===== src/rtl/regfile_multiport_if.sv =====
`default_nettype none
// ============================================================================
// Module   : regfile_multiport_if
// Purpose  : Bus bundle for the multiport register bank. It carries one write
//            port, the packed read-address and read-data buses, and the
//            ready flag that the clear sequencer drives.
// Signals  : wr_en    1           write strobe
//            wr_addr  AW          write index
//            wr_data  XLEN        write data
//            rd_addr  NREAD*AW    read indices, port k = [k*AW +: AW]
//            rd_data  NREAD*XLEN  registered read data, port k = [k*XLEN +: XLEN]
//            ready    1           clear sequence finished
// Modports : master = CPU side, slave = register bank
// Revision : 1.0 - initial release
// ============================================================================
interface regfile_multiport_if #(
    parameter int XLEN  = 32,
    parameter int AW    = 5,
    parameter int NREAD = 2
);
    logic                    wr_en;
    logic [AW-1:0]           wr_addr;
    logic [XLEN-1:0]         wr_data;
    logic [NREAD*AW-1:0]     rd_addr;
    logic [NREAD*XLEN-1:0]   rd_data;
    logic                    ready;

    modport master (
        output wr_en,
        output wr_addr,
        output wr_data,
        output rd_addr,
        input  rd_data,
        input  ready
    );

    modport slave (
        input  wr_en,
        input  wr_addr,
        input  wr_data,
        input  rd_addr,
        output rd_data,
        output ready
    );
endinterface
`default_nettype wire


===== src/rtl/regfile_multiport.sv =====
`default_nettype none
// ============================================================================
// Module   : regfile_multiport
// Purpose  : RISC-V integer register bank with NREAD synchronous read ports
//            and one write port. After reset a clear sequencer walks every
//            register, writing zero (or INIT_VAL at INIT_IDX), then raises
//            ready and hands the write port to the CPU.
// Ports    : CLK     in   system clock, all state on posedge
//            RESETN  in   synchronous active-low reset
//            bus     slave modport of regfile_multiport_if
//                    (wr_en/wr_addr/wr_data, rd_addr, rd_data, ready)
// Revision : 1.0 - initial release
// ============================================================================
module regfile_multiport #(
    parameter int              XLEN     = 32,
    parameter int              NREGS    = 32,
    parameter int              NREAD    = 2,
    parameter int              ZERO_REG = 1,
    parameter int              BYPASS   = 1,
    parameter int              INIT_IDX = 2,
    parameter logic [XLEN-1:0] INIT_VAL = 1
) (
    input  wire logic           CLK,
    input  wire logic           RESETN,
    regfile_multiport_if.slave  bus
);

    localparam int            AW         = $clog2(NREGS);
    localparam logic [AW-1:0] c_INIT_IDX = AW'(INIT_IDX);
    localparam logic [AW-1:0] c_LAST_IDX = AW'(NREGS - 1);

    typedef enum logic [0:0] {
        ST_CLEAR = 1'b0,
        ST_RUN   = 1'b1
    } state_t;

    state_t                  r_state;
    state_t                  w_state_nxt;
    logic [AW-1:0]           r_ptr;
    logic [AW-1:0]           w_ptr_nxt;

    logic [XLEN-1:0]         r_bank [NREGS];
    logic                    w_bank_we;
    logic [AW-1:0]           w_bank_addr;
    logic [XLEN-1:0]         w_bank_data;

    logic                    w_run_commit;
    logic [NREAD*XLEN-1:0]   w_rd_nxt;
    logic [NREAD*XLEN-1:0]   r_rd_data;

    // A CPU write commits only in RUN and never lands on x0 when it is hardwired.
    assign w_run_commit = (r_state == ST_RUN) && bus.wr_en &&
                          !((ZERO_REG != 0) && (bus.wr_addr == '0));

    // ------------------------------------------------------------------
    // State register
    // ------------------------------------------------------------------
    always_ff @(posedge CLK) begin
        if (!RESETN) begin
            r_state <= ST_CLEAR;
            r_ptr   <= '0;
        end else begin
            r_state <= w_state_nxt;
            r_ptr   <= w_ptr_nxt;
        end
    end

    // ------------------------------------------------------------------
    // Next state and bank write-port mux
    // The clear sequencer owns the bank write port until RUN; the pointer
    // stops at the last index instead of wrapping.
    // ------------------------------------------------------------------
    always_comb begin
        w_state_nxt = r_state;
        w_ptr_nxt   = r_ptr;
        w_bank_we   = 1'b0;
        w_bank_addr = r_ptr;
        w_bank_data = '0;
        case (r_state)
            ST_CLEAR: begin
                w_bank_we   = 1'b1;
                w_bank_addr = r_ptr;
                w_bank_data = (r_ptr == c_INIT_IDX) ? INIT_VAL : '0;
                if (r_ptr == c_LAST_IDX) begin
                    w_state_nxt = ST_RUN;
                end else begin
                    w_ptr_nxt = r_ptr + AW'(1);
                end
            end
            ST_RUN: begin
                w_bank_we   = w_run_commit;
                w_bank_addr = bus.wr_addr;
                w_bank_data = bus.wr_data;
            end
            default: begin
                w_state_nxt = ST_CLEAR;
            end
        endcase
    end

    // ------------------------------------------------------------------
    // Register array: contents are not reset; the clear sequence does it.
    // Writes are blocked while RESETN is low so a mid-clear reset cannot
    // leave a stray write behind.
    // ------------------------------------------------------------------
    always_ff @(posedge CLK) begin
        if (RESETN && w_bank_we) begin
            r_bank[w_bank_addr] <= w_bank_data;
        end
    end

    // ------------------------------------------------------------------
    // Read ports: priority is zero-register, then same-cycle forward,
    // then the pre-write array value. Outputs hold zero during CLEAR.
    // ------------------------------------------------------------------
    for (genvar k = 0; k < NREAD; k++) begin : g_rd_port
        logic [AW-1:0]   w_raddr;
        logic [XLEN-1:0] w_rdata;

        assign w_raddr = bus.rd_addr[k*AW +: AW];

        always_comb begin
            w_rdata = '0;
            if (r_state != ST_RUN) begin
                w_rdata = '0;
            end else if ((ZERO_REG != 0) && (w_raddr == '0)) begin
                w_rdata = '0;
            end else if ((BYPASS != 0) && w_run_commit && (bus.wr_addr == w_raddr)) begin
                w_rdata = bus.wr_data;
            end else begin
                w_rdata = r_bank[w_raddr];
            end
        end

        assign w_rd_nxt[k*XLEN +: XLEN] = w_rdata;
    end

    always_ff @(posedge CLK) begin
        if (!RESETN) begin
            r_rd_data <= '0;
        end else begin
            r_rd_data <= w_rd_nxt;
        end
    end

    assign bus.rd_data = r_rd_data;
    assign bus.ready   = (r_state == ST_RUN);

endmodule
`default_nettype wire


===== src/flat_wrapper.sv =====
// flat-port wrapper written by rule: the top's interface ports become plain ports
module regfile_multiport_flat 
#(
    parameter int              XLEN     = 32,
    parameter int              NREGS    = 32,
    parameter int              NREAD    = 2,
    parameter int              ZERO_REG = 1,
    parameter int              BYPASS   = 1,
    parameter int              INIT_IDX = 2,
    parameter logic [XLEN-1:0] INIT_VAL = 1
)
  (CLK, RESETN, bus_wr_en, bus_wr_addr, bus_wr_data, bus_rd_addr, bus_rd_data, bus_ready);
  regfile_multiport_if #(.XLEN(XLEN), .AW(5), .NREAD(NREAD)) bus_i ();
  input  wire logic CLK;
  input  wire logic RESETN;
  input wire logic [$bits(bus_i.wr_en)-1:0] bus_wr_en;
  input wire logic [$bits(bus_i.wr_addr)-1:0] bus_wr_addr;
  input wire logic [$bits(bus_i.wr_data)-1:0] bus_wr_data;
  input wire logic [$bits(bus_i.rd_addr)-1:0] bus_rd_addr;
  output wire logic [$bits(bus_i.rd_data)-1:0] bus_rd_data;
  output wire logic [$bits(bus_i.ready)-1:0] bus_ready;
  assign bus_i.wr_en = bus_wr_en;
  assign bus_i.wr_addr = bus_wr_addr;
  assign bus_i.wr_data = bus_wr_data;
  assign bus_i.rd_addr = bus_rd_addr;
  assign bus_rd_data = bus_i.rd_data;
  assign bus_ready = bus_i.ready;
  regfile_multiport #(.XLEN(XLEN), .NREGS(NREGS), .NREAD(NREAD), .ZERO_REG(ZERO_REG), .BYPASS(BYPASS), .INIT_IDX(INIT_IDX), .INIT_VAL(INIT_VAL)) u_core (.CLK(CLK), .RESETN(RESETN), .bus(bus_i));
endmodule

===== config.mk =====
export PLATFORM = sky130hd
export DESIGN_NAME = regfile_multiport_flat
export DESIGN_NICKNAME = d
export VERILOG_FILES = /design/src/rtl/regfile_multiport_if.sv /design/src/rtl/regfile_multiport.sv /design/src/flat_wrapper.sv
export SDC_FILE = /design/constraint.sdc
export NUM_CORES = 1
export LEC_CHECK = 0
export CAP_MARGIN = 20
export CORE_MARGIN = 2
export CORE_UTILIZATION = 38
export DETAILED_ROUTE_END_ITERATION = 6
export PLACE_DENSITY_LB_ADDON = 0.05
export SLEW_MARGIN = 30
export SYNTH_ARGS = -nofsm -noshare
export SYNTH_HDL_FRONTEND = slang
export SYNTH_SLANG_ARGS = --single-unit

===== constraint.sdc =====
create_clock -name CLK -period 4 [get_ports CLK]
set_input_delay 0.4 -clock CLK [delete_from_list [all_inputs] [get_ports CLK]]
set_output_delay 0.4 -clock CLK [all_outputs]
set_load 0.02 [all_outputs]

# After elaboration in Yosys (flattened, before gate mapping)
# Memory sizes are Yosys's and may differ from the RTL's. A register that Yosys moved wholly into a read port is not among the register bits.
# Cells that the tools add are included.
# Widths: inputs -> output; s select.
[totals] reg_bits=6 mem_bits_rw=1024 output_inout_bits=65 wordCells=27 mem_count=1
[classes] n_addsub=1 eq_ne=2 n_mux=8 n_bitwise=3 reduce_logical=10
[memory_table] name="u_core.r_bank" depth=32 width=32 rd=2 rd_ports_with_merged_regs=2 write_ports=1 line="regfile_multiport.sv:42" source="logic [XLEN-1:0] r_bank [NREGS];"
[ops] operator="$pmux 32 s2" n=1
[ops] operator="$logic_not 5->1" n=3
[ops] operator="$pmux 5 s2" n=1
[ops] operator="$reduce_or 3->1" n=2
[ops] operator="$add 5x1->5 const B" n=1
[ops] operator="$eq 5x2->1 const B" n=1
[ops] operator="$eq 5x5->1 const B" n=1
[ops] operator="$mux 1" n=5
[ops] operator="$logic_and 1x1->1" n=3
[ops] operator="$not 1->1" n=3
[ops] operator="$pmux 1 s2" n=1
[ops] operator="$reduce_and 2->1" n=1
[ops] operator="$logic_not 1->1" n=1

# Depth between registers and ports, before layout
# Gate-level depths: netlist of run 1.
[logic_depth] ltp_word=7 ltp_mapped=10

# Worst setup path after synthesis of run 1
# No wires, ideal clock.
[synth_timing] path_kind="register to register" start="register u_core.r_state, in the netlist u_core.bus.ready" end="memory u_core.r_bank[3][0], enable pin" setup_time_ns=0.421 arrival_time_ns=2.975 slack_ns=0.604 stages_incl_launch_ff=7 path_buffers=3 path_cell_list="dfxtp_1 buf_6 clkbuf_1 a21oi_1 or3b_2 clkbuf_1 nor2_1"
[synth_between] elab_chain_len=6 elab_cells_between_ends=8 cone_classes="mux (4); bitwise (1); reduce/logical (3)"
[synth_lines] item="start, declared" line="regfile_multiport.sv:37" source="state_t r_state;"
[synth_lines] item="start signal, assigned" line="regfile_multiport.sv:63" source="r_state <= w_state_nxt;"
[synth_lines] item="$logic_and 1x1->1 (2 in a row)" line="regfile_multiport.sv:52" source="assign w_run_commit = (r_state == ST_RUN) && bus.wr_en &&"
[synth_lines] item="$pmux 1 s2" line="regfile_multiport.sv:79" source="case (r_state)"
[synth_lines] item="$logic_and 1x1->1" line="regfile_multiport.sv:107" source="if (RESETN && w_bank_we) begin"
[synth_lines] item="$mux 1" line="regfile_multiport.sv:107"
[synth_lines] item="$mux 1 (implied by the code)" line="regfile_multiport.sv:108" source="r_bank[w_bank_addr] <= w_bank_data;"
[synth_lines] item="end, declared" line="regfile_multiport.sv:42"
# Parallel ways exist; a longest one is shown, timed or not.

# Worst setup path in the final report of run 1
[layout_timing] start="register u_core.r_state, in the netlist u_core.bus.ready" end="memory u_core.r_bank[13][23], enable pin"
# Same word-level chain as after synthesis.

==> results of run 1 <==
## state kept, by name, indices dropped and copies added (netlist names)
signal	cells
u_core.r_ptr	5
u_core.bus.rd_data	64
u_core.bus.ready	1
u_core.r_bank	1024
## worst register-to-register path, cell delays in order, from the launching register on
cell and delay (ns):
dfxtp_2 0.63, buf_4 0.24, mux2i_2 0.23, nor2b_1 0.22, nand2_1 0.19, buf_4 0.21
nor2_4 0.70, buf_4 0.52
## power groups by stage
stage / sequential (W) / combinational [W] / clock [W]
5_1_grt: 0.0125 / 0.00204 / 0.0117
2_1_floorplan: 0.0127 / 0.00110 / 0
3_5_place_dp: 0.0127 / 0.00197 / 0
6_report: 0.0125 / 0.00197 / 0.0111
3_3_place_gp: 0.0127 / 0.00196 / 0
4_1_cts: 0.0125 / 0.00197 / 0.0113
## stage by stage
stage          area [um^2]  setup slack (ns)  power (W)  std cells
4_1_cts              58200             0.670     0.0257       4895
3_3_place_gp         54100             0.202     0.0147       4662
5_1_grt              58200             0.614     0.0262       4895
3_5_place_dp         54300             0.273     0.0147       4669
6_report             58200             0.656     0.0255       4897
2_1_floorplan        49700             0.604     0.0138       2846
## placed cells by master, fill, tap and decap left out, drive strengths merged, types with 34 or more instances in the layout
| cell type | n |
|---|---|
| mux4 | 317 |
| a22oi | 124 |
| clkdlybuf4s50 | 106 |
| a221oi | 54 |
| o22ai | 139 |
| edfxtp | 1024 |
| clkinv | 57 |
| dfxtp | 70 |
| nand2 | 74 |
| inv | 34 |
| nor2 | 66 |
| o21ai | 45 |
| buf | 205 |
| clkbuf | 153 |
| mux2i | 402 |
## how the worst min path moves through the flow
stage / end / slack (ns) / cells past startpoint
after floorplan: u_core.r_ptr[4]$_SDFFE_PN0P_ / 0.49 / 2
after global placement: u_core.r_ptr[1]$_SDFFE_PN0P_ / 0.54 / 2
after detailed placement: u_core.r_ptr[4]$_SDFFE_PN0P_ / 0.55 / 2
after CTS: u_core.bus.rd_data[45]$_SDFF_PP0_ / 0.26 / 3
after global routing: u_core.bus.rd_data[50]$_SDFF_PP0_ / 0.32 / 3
final: u_core.bus.rd_data[18]$_SDFF_PP0_ / 0.32 / 3
## cell families (layout without fill, tap and decap cells)
logic type / after synthesis / after routing / share of synthesized area
flops: 1094 / 1094 / 0.647
fa+ha+maj: 3 / 3 / 0.000755
other cells: 0 / 2 / 0
compound gates: 482 / 482 / 0.0713
mux: 731 / 731 / 0.228
buf+inv: 266 / 573 / 0.0250
simple gates: 257 / 257 / 0.0256
xor+xnor: 13 / 13 / 0.00229
## layout make-up
cell class                 instances  area share
antenna                            2   0.0000860
clock buffer                     153      0.0556
clock inverter                    73      0.0116
inverter                          36     0.00232
multi-input combinational       1486       0.286
sequential                      1094       0.552
tap                             1742      0.0374
timing repair buffer             311      0.0551
## per-layer routing
layer | global-route usage | wire length (um) | vias to the layer above
met5 | 0 | 15 | -
met4 | 0.0951 | 6200 | 2
met3 | 0.0481 | 13500 | 288
met2 | 0.457 | 89500 | 1564
met1 | 0.376 | 76700 | 16700
li1 | - | - | 12400
==> flow_summary.json, run 1 <==
{
  "path_buf_inv": 3,
  "tns_ns": 0,
  "path_depth": 7,
  "power-per-cell-area_nw_per_um2": 439,
  "grt.total_usage": 0.279,
  "multi_input_area_um2": 16600,
  "clockRootBuffer": "clkbuf_16",
  "critical-path-top-delay-family": "simple AND/OR/NAND/NOR gates",
  "yosysUniqueCellTypes": 51,
  "core_um2": 130000,
  "power_frac_comb": 0.077,
  "row_count": 132,
  "grt_pass1_vias": 31900,
  "worstHoldStart": "bus_wr_data[18]",
  "antenna_found_initial": 9,
  "start_util": 0.383,
  "place_congestion": 0.834,
  "synth_area_um2": 49700,
  "vias": 30900,
  "postRouteAntennaNets": 0,
  "wl_mm": 186,
  "rsz0062_at_grt": "false",
  "p_leak_nw": 19.0,
  "drive_gt1_frac": 0.255,
  "crit_fanout": 18,
  "post-route-min-period_ns": 3.34,
  "postCtsSetupBuffers": 0,
  "syn_nets": 2899,
  "crit_start": "u_core.bus.ready$_SDFF_PN0_",
  "hpwl_mm": 119,
  "avgRoutedWirePerCell_um": 38.0,
  "cpMaxStageDelayCell": "nor2_4",
  "start_kind": "flip-flop",
  "slew_headroom": 0.292,
  "synth_edf_count": 1024,
  "outcome": "completed",
  "synth.most_common_cell": "edfxtp_1",
  "worstMarginPinSlew_ns": 1.06,
  "min_period_over_period": 0.836,
  "finalSetupViolations": 0,
  "vias_per_cell": 6.32,
  "p_int_w": 0.0196,
  "overflow": 0,
  "port_buffers": 114,
  "clkTransAtPathRegs_ns": 0.06,
  "fin_skew_ns": 0.0399,
  "critPathKind": "reg2reg",
  "final-hold-violation-count": 0,
  "ff2ff_setup_slack_ns": 0.66,
  "nNetsFinal": 3102,
  "fmax_ghz": 0.299,
  "cp_data_required_time_ns": 4.38,
  "drc_errors": 0,
  "cts_tree": "done",
  "reg2reg_depth": 7,
  "crit_chain": "buf_4 > mux2i_2 > nor2b_1 > nand2_1 > buf_4 > nor2_4 > buf_4",
  "seq_area_um2": 32200,
  "crit_top_cell": "buf_4",
  "yosysTopAreaCell": "edfxtp_1",
  "crit_path_max_incr_delay_ns": 0.70,
  "cts_resized": 0,
  "ys.flop_type": "edfxtp_1",
  "nFillCells": 11200,
  "endpoint": "u_core.r_bank[13][23]$_DFFE_PP_",
  "arrival_ns": 3.72,
  "r2r_end": "u_core.r_bank[13][23]$_DFFE_PP_",
  "h-tree-depth": 3,
  "yosys-top-cells-area": "edfxtp_1 62%, mux4_2 14%, mux2i_1 8.0%",
  "hold_class": "in2reg",
  "area_delta_synth_final_pct": 17.2,
  "swShare": 0.233,
  "avgSynthCellArea_um2": 17.5,
  "synth_top_area_frac": 0.619,
  "synthArstFlopShare": 0,
  "synth_seq_cells": 1094,
  "drv_slew": 0,
  "postCtsHoldBufs": 0,
  "drt_first_pass_iters": 5,
  "rr_startpoint": "u_core.bus.ready$_SDFF_PN0_",
  "drv_cap": 0,
  "grt_max_degree": 65,
  "p_clk_frac": 0.435,
  "p_sw_w": 0.00595,
  "synthCells": 2846,
  "ir_drop_v": 0.000390,
  "p_seq_frac": 0.488,
  "clockBufferDepth": 3,
  "yosysWarnings": 0,
  "die_y_um": 366,
  "cts_made_buffers": 120,
  "grt_first_pass_wirelength_mm": 257,
  "die-area_um2": 134000,
  "drt_iter0_drc": 3749,
  "netlist_top_cells_count": "1024 x edfxtp_1, 398 x mux2i_1, 317 x mux4_2",
  "fin_util": 0.449,
  "ios": 115,
  "ys_seq_area_frac": 0.647,
  "clock_sinks": 1094,
  "worstSkewPairLatency_ns": 0.75,
  "die_w_um": 366,
  "cp-end-kind": "flip-flop",
  "timing.hold.ws_ns": 0.318
}
Note: power is estimated with default switching activity, not from simulation.
==> run 2: changes to the inputs <==
Clock period 4 ns to 3.04 ns, I/O delays scaled along.
==> run 2 against run 1 <==
Against the previous run: clock skew fell by 0.013 ns; utilization rose by 1.3 points; sequential cell count did not move; via count rose by 0.51%; worst setup slack got worse by 0.42 ns; sequential power rose by 31%; clock-buffer cell count rose by 10; global-route usage fell by 0.50 points; non-clock buffer count rose by 119; critical endpoint is now u_core.bus.rd_data[43]$_SDFF_PP0_; worst hold slack got worse by 0.10 ns; clock power rose by 36%; final cell count rose by 2.6%.
==> flow_summary.json, run 2 (same netlist as run 1, synthesis figures left out) <==
{
  "rsz0062_at_grt": "false",
  "nFillCells": 11100,
  "port_buffers": 114,
  "die-area_um2": 134000,
  "worstHoldStart": "bus_wr_data[14]",
  "drc_errors": 0,
  "vias_per_cell": 6.19,
  "grt_pass1_vias": 31600,
  "clockRootBuffer": "clkbuf_16",
  "ir_drop_v": 0.000425,
  "tns_ns": 0,
  "outcome": "completed",
  "cp-end-kind": "flip-flop",
  "fin_util": 0.462,
  "area_delta_synth_final_pct": 20.6,
  "h-tree-depth": 3,
  "wl_mm": 183,
  "grt_max_degree": 53,
  "postCtsHoldBufs": 0,
  "hold_class": "in2reg",
  "cts_tree": "done",
  "r2r_end": "u_core.bus.rd_data[43]$_SDFF_PP0_",
  "power-per-cell-area_nw_per_um2": 571,
  "cts_resized": 0,
  "rr_startpoint": "u_core.bus.ready$_SDFF_PN0_",
  "final_cell_area_um2": 59900,
  "layout_commonest_cell": "edfxtp_1",
  "nNetsFinal": 3222,
  "overflow": 0,
  "crit_fanout": 17,
  "critical-path-top-delay-family": "compound AO/OA/AOI/OAI gates",
  "path_buf_inv": 1,
  "p_leak_nw": 20.0,
  "fin_skew_ns": 0.0266,
  "crit_chain": "mux2i_1 > xnor2_1 > nand3_1 > o21bai_4 > buf_12 > o22ai_1",
  "timing.hold.ws_ns": 0.217,
  "worstMarginPinSlew_ns": 0.884,
  "die_y_um": 366,
  "row_count": 132,
  "drive_gt1_frac": 0.279,
  "postRouteAntennaNets": 0,
  "final-hold-violation-count": 0,
  "arrival_ns": 3.41,
  "place_congestion": 0.869,
  "dpl_cell_area_um2": 55800,
  "ff2ff_setup_slack_ns": 0.23,
  "whs_path_depth": 3,
  "clkTransAtPathRegs_ns": 0.06,
  "regMostFlops": "u_core.r_bank",
  "hpwl_mm": 125,
  "crit_path_max_incr_delay_ns": 0.74,
  "min_period_over_period": 0.923,
  "grt.total_usage": 0.274,
  "start_util": 0.383,
  "post-route-min-period_ns": 2.81,
  "cpMaxStageDelayCell": "o21bai_4",
  "core_um2": 130000,
  "drv_cap": 0,
  "fmax_ghz": 0.356,
  "finalSetupViolations": 0,
  "path_depth": 6,
  "drv_slew": 0,
  "ios": 115,
  "vias": 31100,
  "cp_data_required_time_ns": 3.64,
  "start_kind": "flip-flop",
  "layout_common_cells": "1024 x edfxtp_1, 398 x mux2i_1, 317 x mux4_2, 218 x buf_4, 126 x clkbuf_16",
  "drt_first_pass_iters": 5,
  "clockBufferDepth": 3,
  "die_w_um": 366,
  "drt_iter0_drc": 3711,
  "grt_first_pass_wirelength_mm": 254,
  "postCtsSetupBuffers": 0,
  "largest_register_ffs": 1024,
  "critPathKind": "reg2reg",
  "avgRoutedWirePerCell_um": 36.4,
  "min_to": "u_core.bus.rd_data[14]$_SDFF_PP0_",
  "reg2reg_depth": 6,
  "clock_sinks": 1094,
  "slew_headroom": 0.409,
  "antenna_found_initial": 15,
  "worstSkewPairLatency_ns": 0.74,
  "cts_made_buffers": 121
}
run 2: cell count changes in the layout (fill, tap and decap cells not counted), sizes merged, moves of 2 or more:
cell    change
clkbuf     +10
inv         +2
clkinv     -13
buf       +119
bufinv      +4
diode       +2
run 2: area by class of cell:
cell class,instances,area (um^2),area share
clock inverters,67,724,0.0121
repair buffers,430,4740,0.0790
clock buffers,163,3360,0.0561
diodes,4,10.0,0.000167
flip-flops and latches,1094,32200,0.537
multi-input cells,1486,16600,0.277
well taps,1742,2180,0.0364
inverters,36,135,0.00226
run 2: power by group:
part / internal, W / switching, W
sequential: 0.0163 / 0.0000502
combinational: 0.00114 / 0.00157
clock: 0.00898 / 0.00615
total: 0.0265 / 0.00778
run 2: per-layer routing:
layer	vias to the layer above	share of wire	GRT usage
li1	12600	-	-
met1	16700	0.43	0.386
met2	1470	0.48	0.444
met3	260	0.067	0.0345
met4	2	0.027	0.0825
met5	-	0.00011	0
run 2: how the worst max path moves through the flow:
stage	endpoint	startpoint	slack, ns
after floorplan	u_core.r_bank[3][0]$_DFFE_PP_	u_core.bus.ready$_SDFF_PN0_	-0.36
after global placement	u_core.r_bank[10][12]$_DFFE_PP_	RESETN	0.008
after detailed placement	u_core.bus.rd_data[43]$_SDFF_PP0_	bus_wr_addr[2]	0.06
after CTS	u_core.bus.rd_data[43]$_SDFF_PP0_	u_core.bus.ready$_SDFF_PN0_	0.26
after global routing	u_core.bus.rd_data[34]$_SDFF_PP0_	u_core.bus.ready$_SDFF_PN0_	0.13
final	u_core.bus.rd_data[43]$_SDFF_PP0_	u_core.bus.ready$_SDFF_PN0_	0.23
run 2: per-stage QoR:
stage,setup slack [ns],total power (W),instances
3_3_place_gp,0.00771,0.0194,4788
3_5_place_dp,0.0585,0.0194,4788
6_report,0.235,0.0342,5022
4_1_cts,0.258,0.0345,5018
2_1_floorplan,-0.356,0.0181,2846
5_1_grt,0.127,0.0352,5018
run 2: worst reg2reg max path, cell delays in order (launching register included):
cell and delay (ns):
dfxtp_2 0.59, mux2i_1 0.61, xnor2_1 0.19, nand3_1 0.16
o21bai_4 0.74, buf_12 0.28, o22ai_1 0.12
